===== src/rtl/scale_pipe_pkg.sv =====
// Shared types, defaults and coefficient lookup for the scale_pipe block.
package scale_pipe_pkg;

  localparam int unsigned DEF_WIDTH  = 32;
  localparam int unsigned DEF_STAGES = 2;
  localparam int unsigned COEF_W     = 32;
  localparam int unsigned MAX_STAGES = 16;

  typedef logic [COEF_W-1:0] coef_t;
  typedef logic [MAX_STAGES*COEF_W-1:0] coef_vec_t;

  // Default coefficients: fetch-side stage scales by 22, decode-side by 3.
  localparam coef_t C_IF = 32'd22;
  localparam coef_t C_ID = 32'd3;

  // Coefficient of stage idx from a packed coefficient vector (slice 0 = stage 0).
  function automatic coef_t coef_at(input coef_vec_t coefs, input int unsigned idx);
    return coefs[idx*COEF_W +: COEF_W];
  endfunction

endpackage


===== src/rtl/scale_pipe_stage.sv =====
// One pipeline slice of scale_pipe: valid/data(/ovf) registers, constant
// multiply with truncation, and this slice's ready term.
// SCALE_PIPE_OVF_EN: when defined, an overflow flag travels with each item.
module scale_stage
  import scale_pipe_pkg::*;
#(
  parameter int unsigned WIDTH = DEF_WIDTH,
  parameter coef_t       COEF  = C_IF
) (
  input  logic             clk,
  input  logic             rst_n,
  input  logic             flush,
  input  logic             prev_valid,
  input  logic [WIDTH-1:0] prev_data,
  input  logic             prev_ovf,
  input  logic             next_ready,
  output logic             rdy_c,
  output logic             valid,
  output logic [WIDTH-1:0] data,
  output logic             ovf
);

  localparam int unsigned PROD_W = WIDTH + COEF_W;

  logic [PROD_W-1:0] prod_c;

  // Full-width product; the low WIDTH bits are the stage result.
  assign prod_c = PROD_W'(prev_data) * PROD_W'(COEF);

  // Slice can take a new item when empty or when its item moves on.
  assign rdy_c = ~valid | next_ready;

  // Valid/data register: flush empties the slice, otherwise load when ready.
  always_ff @(posedge clk or negedge rst_n) begin
    if (!rst_n) begin
      valid <= 1'b0;
      data  <= '0;
    end else if (flush) begin
      valid <= 1'b0;
    end else if (rdy_c) begin
      valid <= prev_valid;
      data  <= prod_c[WIDTH-1:0];
    end
  end

`ifdef SCALE_PIPE_OVF_EN
  // Sticky overflow flag accompanying the item.
  always_ff @(posedge clk or negedge rst_n) begin
    if (!rst_n) begin
      ovf <= 1'b0;
    end else if (!flush && rdy_c) begin
      ovf <= prev_ovf | (|prod_c[PROD_W-1:WIDTH]);
    end
  end
`else
  logic unused_ovf;

  // No overflow tracking in this build.
  assign ovf        = 1'b0;
  assign unused_ovf = prev_ovf | (|prod_c[PROD_W-1:WIDTH]);
`endif

endmodule


===== src/rtl/scale_pipe.sv =====
// scale_pipe: STAGES-deep valid/ready pipeline, each stage multiplying by its
// own constant coefficient (results mod 2^WIDTH).
// SCALE_PIPE_OVF_EN: when defined, out_ovf reports overflow in any stage.
module scale_pipe
  import scale_pipe_pkg::*;
#(
  parameter int unsigned         WIDTH  = DEF_WIDTH,
  parameter int unsigned         STAGES = DEF_STAGES,
  parameter logic [STAGES*32-1:0] COEFS = {C_ID, C_IF}
) (
  input  logic             clock,
  input  logic             reset,
  input  logic             flush,
  input  logic             in_valid,
  output logic             in_ready,
  input  logic [WIDTH-1:0] in_data,
  output logic             out_valid,
  input  logic             out_ready,
  output logic [WIDTH-1:0] out_data,
  output logic             out_ovf,
  output logic             busy
);

  localparam coef_vec_t COEF_VEC = coef_vec_t'(COEFS);

  logic             rdy [STAGES+1];
  logic             v   [STAGES];
  logic [WIDTH-1:0] d   [STAGES];
  logic             o   [STAGES];

  // Ready chain terminates at the downstream ready; flush blocks new input.
  assign rdy[STAGES] = out_ready;
  assign in_ready    = rdy[0] & ~flush;

  // Chain the stages: stage 0 takes the port, stage i takes stage i-1.
  for (genvar gi = 0; gi < STAGES; gi++) begin : g_stage
    logic             pv;
    logic [WIDTH-1:0] pd;
    logic             po;

    if (gi == 0) begin : g_head
      assign pv = in_valid & in_ready;
      assign pd = in_data;
      assign po = 1'b0;
    end else begin : g_body
      assign pv = v[gi-1];
      assign pd = d[gi-1];
      assign po = o[gi-1];
    end

    scale_stage #(
      .WIDTH (WIDTH),
      .COEF  (coef_at(COEF_VEC, gi))
    ) u_stage (
      .clk        (clock),
      .rst_n      (reset),
      .flush      (flush),
      .prev_valid (pv),
      .prev_data  (pd),
      .prev_ovf   (po),
      .next_ready (rdy[gi+1]),
      .rdy_c      (rdy[gi]),
      .valid      (v[gi]),
      .data       (d[gi]),
      .ovf        (o[gi])
    );
  end

  assign out_valid = v[STAGES-1];
  assign out_data  = d[STAGES-1];
  assign out_ovf   = o[STAGES-1];

  // Busy whenever any stage holds an item.
  always_comb begin
    busy = 1'b0;
    for (int i = 0; i < STAGES; i++) begin
      busy = busy | v[i];
    end
  end

endmodule


===== config.mk =====
export PLATFORM = sky130hd
export DESIGN_NAME = scale_pipe
export DESIGN_NICKNAME = d
export VERILOG_FILES = /design/src/rtl/scale_pipe_pkg.sv /design/src/rtl/scale_pipe_stage.sv /design/src/rtl/scale_pipe.sv
export SDC_FILE = /design/constraint.sdc
export NUM_CORES = 1
export LEC_CHECK = 0
export CAP_MARGIN = 15
export CORE_MARGIN = 3
export CORE_UTILIZATION = 59
export CTS_CLUSTER_DIAMETER = 100
export CTS_CLUSTER_SIZE = 28
export DETAILED_ROUTE_END_ITERATION = 10
export PLACE_DENSITY = 0.83
export RECOVER_POWER = 100
export SKIP_LAST_GASP = 1
export SLEW_MARGIN = 0
export SYNTH_ARGS = -nofsm -noshare
export SYNTH_HDL_FRONTEND = slang
export SYNTH_SLANG_ARGS = --single-unit

===== constraint.sdc =====
create_clock -name clock -period 3.1 [get_ports clock]
set_input_delay 0.62 -clock clock [delete_from_list [all_inputs] [get_ports clock]]
set_output_delay 0.62 -clock clock [all_outputs]
set_load 0.01 [all_outputs]

==> results.sh <==
export IMPL_synth_distinct_cells=58
export IMPL_synth_top_cell_area_share=0.228
export IMPL_fp_dieW_um=115
export IMPL_min_period_ns=3.23
export IMPL_hold_class="reg2reg"
export IMPL_synth_seq_cells=64
export IMPL_ir_worst_vdd_v=0.000384
export IMPL_drv_slew=65
export IMPL_rrSetupSlack_ns=0.24
export IMPL_fin_skew_ns=0.00449
export IMPL_hpwl_mm=13.0
export IMPL_r2r_start="g_stage[0].u_stage.data[14]"
export IMPL_endpoint_kind="register"
export IMPL_synth_xor_area_share=0.0562
export IMPL_synthMuxAreaShare=0.00588
export IMPL_grt_pass1_vias=6667
export IMPL_port_buffers=69
export IMPL_syn_inst=890
export IMPL_final_core_util=0.836
export IMPL_antenna_cells=0
export IMPL_synth_top_family_by_area="adder cells"
export IMPL_final_hold_viol_count=0
export IMPL_reg2regPathDepth=8
export IMPL_place_gp_congestion=0.937
export IMPL_crit_start="in_data[11]"
export IMPL_avgRoutedWirePerCell_um=19.2
export IMPL_cts_sink_count=64
export IMPL_fin_hold_ws_ns=0.474
export IMPL_holdPathStages=2
export IMPL_synth_compound_area_frac=0.222
export IMPL_firstDrtPassIters=6
export IMPL_grt_total_usage=0.274
export IMPL_areaGrowthSynthToFinish_pct=37.1
export IMPL_numCtsBuffers=9
export IMPL_ant_nets=0
export IMPL_max_freq_mhz=309
export IMPL_finalSetupViolCount=9
export IMPL_cts_tree="yes"
export IMPL_antenna_found_initial=0
export IMPL_core_mm2=0.0115
export IMPL_stdcell_count=1189
export IMPL_grt_overflow=0
export IMPL_synth_seq_area_share=0.228
export IMPL_vias=7380
export IMPL_path_class="in2reg"
export IMPL_ys_top_cells_by_count="141 x inv_1, 101 x nand2_1, 87 x ha_1, 76 x o21ai_0, 64 x dfrtp_1"
export IMPL_cts_root_buffer="clkbuf_16"
export IMPL_worstSkewPairLatency_ns=0.34
export IMPL_clk_pin_slew_ns=0.05
export IMPL_syn_area_mm2=0.00702
export IMPL_die_area_mm2=0.0132
export IMPL_placed_cells=1158
export IMPL_post_route_drc_count=0
export IMPL_synthSimpleGateAreaFrac=0.154
export IMPL_ys_warn_count=0
export IMPL_floorplan_initialDensity=0.609
export IMPL_hold_end="g_stage[1].u_stage.data[25]"
export IMPL_fin_setup_tns_ns=-0.708
export IMPL_drt_iter0_markers=721
export IMPL_power_total_w=0.00835
export IMPL_synth_most_common_cell="inv_1"
export IMPL_drive_gt1_frac=0.229
export IMPL_p_leak_nw=4.68
export IMPL_startpoint_type="primary input"
export IMPL_wl_mm=22.8
export IMPL_r2r_end="g_stage[1].u_stage.data[30]"
export IMPL_avgSynthCellArea_um2=7.88
export IMPL_synth_area_leaders="dfrtp_1 23%, ha_1 16%, fa_1 8.0%"
export IMPL_ioPinCount=73
export IMPL_violations="max-capacitance violations, max-slew violations, negative setup slack"
export IMPL_power_density_mw_per_mm2=868
export IMPL_status="complete, but fails checks"
export IMPL_grt_pass1_wl_mm=29.9
export IMPL_die_h_um=115
export IMPL_synthAdderAreaFrac=0.235
export IMPL_viasPerCell=6.21
export IMPL_grt_start_max_net_pins=65
export IMPL_hp_start="g_stage[1].u_stage.data[25]"
export IMPL_nNetsFinal=1193
export IMPL_clockBufferDepth=2
export IMPL_synth_async_reset_ratio=1.00
export IMPL_num_rows=39
export IMPL_synthFlopType="dfrtp_1"
export IMPL_rsz0062_at_grt="true"
export IMPL_arrival_ns=3.43
export IMPL_critPathMaxFanout=4
export IMPL_required_ns=3.30
export IMPL_relSlewSlack=-0.0291
export IMPL_synth_edf_count=0
export IMPL_drv_cap=1
export IMPL_period_share=1.04
export IMPL_h_tree_depth=3
export IMPL_tightest_slew_ns=1.54
export IMPL_synth_top_cell_by_area="dfrtp_1"
export IMPL_setup_slack_ns=-0.133
-- stage by stage --
step	area (um^2)	worst slack (ns)
4_1_cts	9230	0.00317
6_report	9620	-0.133
3_3_place_gp	8570	-0.716
2_1_floorplan	7170	-0.0410
3_5_place_dp	8570	-0.782
5_1_grt	9620	-0.218
-- cells by family (layout without fill, tap and decap cells) --
| kind of cell | Yosys count | in the layout |
|---|---|---|
| adders and majority gates | 115 | 115 |
| buffers and inverters | 177 | 332 |
| xor gates and xnor gates | 45 | 45 |
| muxes | 4 | 4 |
| other | 1 | 2 |
| and+or+nand+nor | 237 | 237 |
| AOI/OAI and AO/OA | 247 | 247 |
| DFF | 64 | 64 |
-- timing repair --
| action | 4_1_cts | 5_1_grt |
|---|---|---|
| buffers inserted | 7 | 10 |
| setup endpoints to repair | 21 | 20 |
| resized for setup | 96 | 110 |
| pin swaps | 37 | 64 |
| hold buffers | 0 | 0 |
-- cell usage in the layout (no fill, tap or decap), types with 7 or more instances in the layout --
cell type	instances
inv_1	130
nand2_1	96
buf_4	93
dfrtp_1	64
o21ai_0	60
ha_1	55
a21oi_1	46
nor2_1	44
dlygate4sd3_1	35
a21o_1	32
ha_4	30
fa_1	27
xnor2_1	26
xor2_1	18
nand3_1	17
nand4_1	16
o21ai_1	13
a21oi_2	12
inv_2	11
nor3_1	10
and2_1	9
clkbuf_16	9
buf_6	9
o21bai_1	8
clkbuf_2	8
clkdlybuf4s50_1	8
a211oi_1	7
-- layout make-up --
class	count	area [um^2]
flip-flops and latches	64	1600
clock buffers	11	233
clock inverters	5	81.3
well taps	143	179
inverters	141	529
repair buffers	175	1480
fillers	669	1890
multi-input cells	650	5520
-- per-layer routing --
metal | wire, um | global-route usage | vias up
li1 | - | - | 3348
met1 | 8700 | 0.348 | 3473
met2 | 11200 | 0.463 | 395
met3 | 1360 | 0.0337 | 164
met4 | 1570 | 0.133 | 0
met5 | 0 | 0 | -
-- worst max-delay path, stage by stage --
cell and delay [ns]:
clkbuf_2 0.11, ha_1 0.27, inv_1 0.06, fa_1 0.56, inv_1 0.10, ha_4 0.26
a21o_1 0.19, a21o_1 0.21, a221oi_4 0.33, o31ai_4 0.17, a31oi_2 0.25, xor2_1 0.20
o21ai_1 0.10
-- worst max-delay path by stage --
stage	slack (ns)	end	cells after the start
global route	-0.22	g_stage[0].u_stage.data[31]	15
floorplan	-0.04	g_stage[0].u_stage.data[25]	13
finish	-0.13	g_stage[0].u_stage.data[24]	13
detailed placement	-0.78	g_stage[0].u_stage.data[29]	14
CTS	0.003	g_stage[0].u_stage.data[27]	12
global placement	-0.72	g_stage[0].u_stage.data[30]	14
-- sequential cells by signal (all words and copies together), names as in the netlist --
register and cells:
g_stage.u_stage.data 62, g_stage.u_stage.valid 2
-- report_power, final --
| part | internal [W] | switching, W | leakage [nW] | total (W) |
|---|---|---|---|---|
| registers | 0.00120 | 0.000258 | 0.779 | 0.00146 |
| clock network | 0.000703 | 0.000357 | 0.150 | 0.00106 |
| logic | 0.00258 | 0.00325 | 3.75 | 0.00583 |
Power figures use the tool's default switching activity.
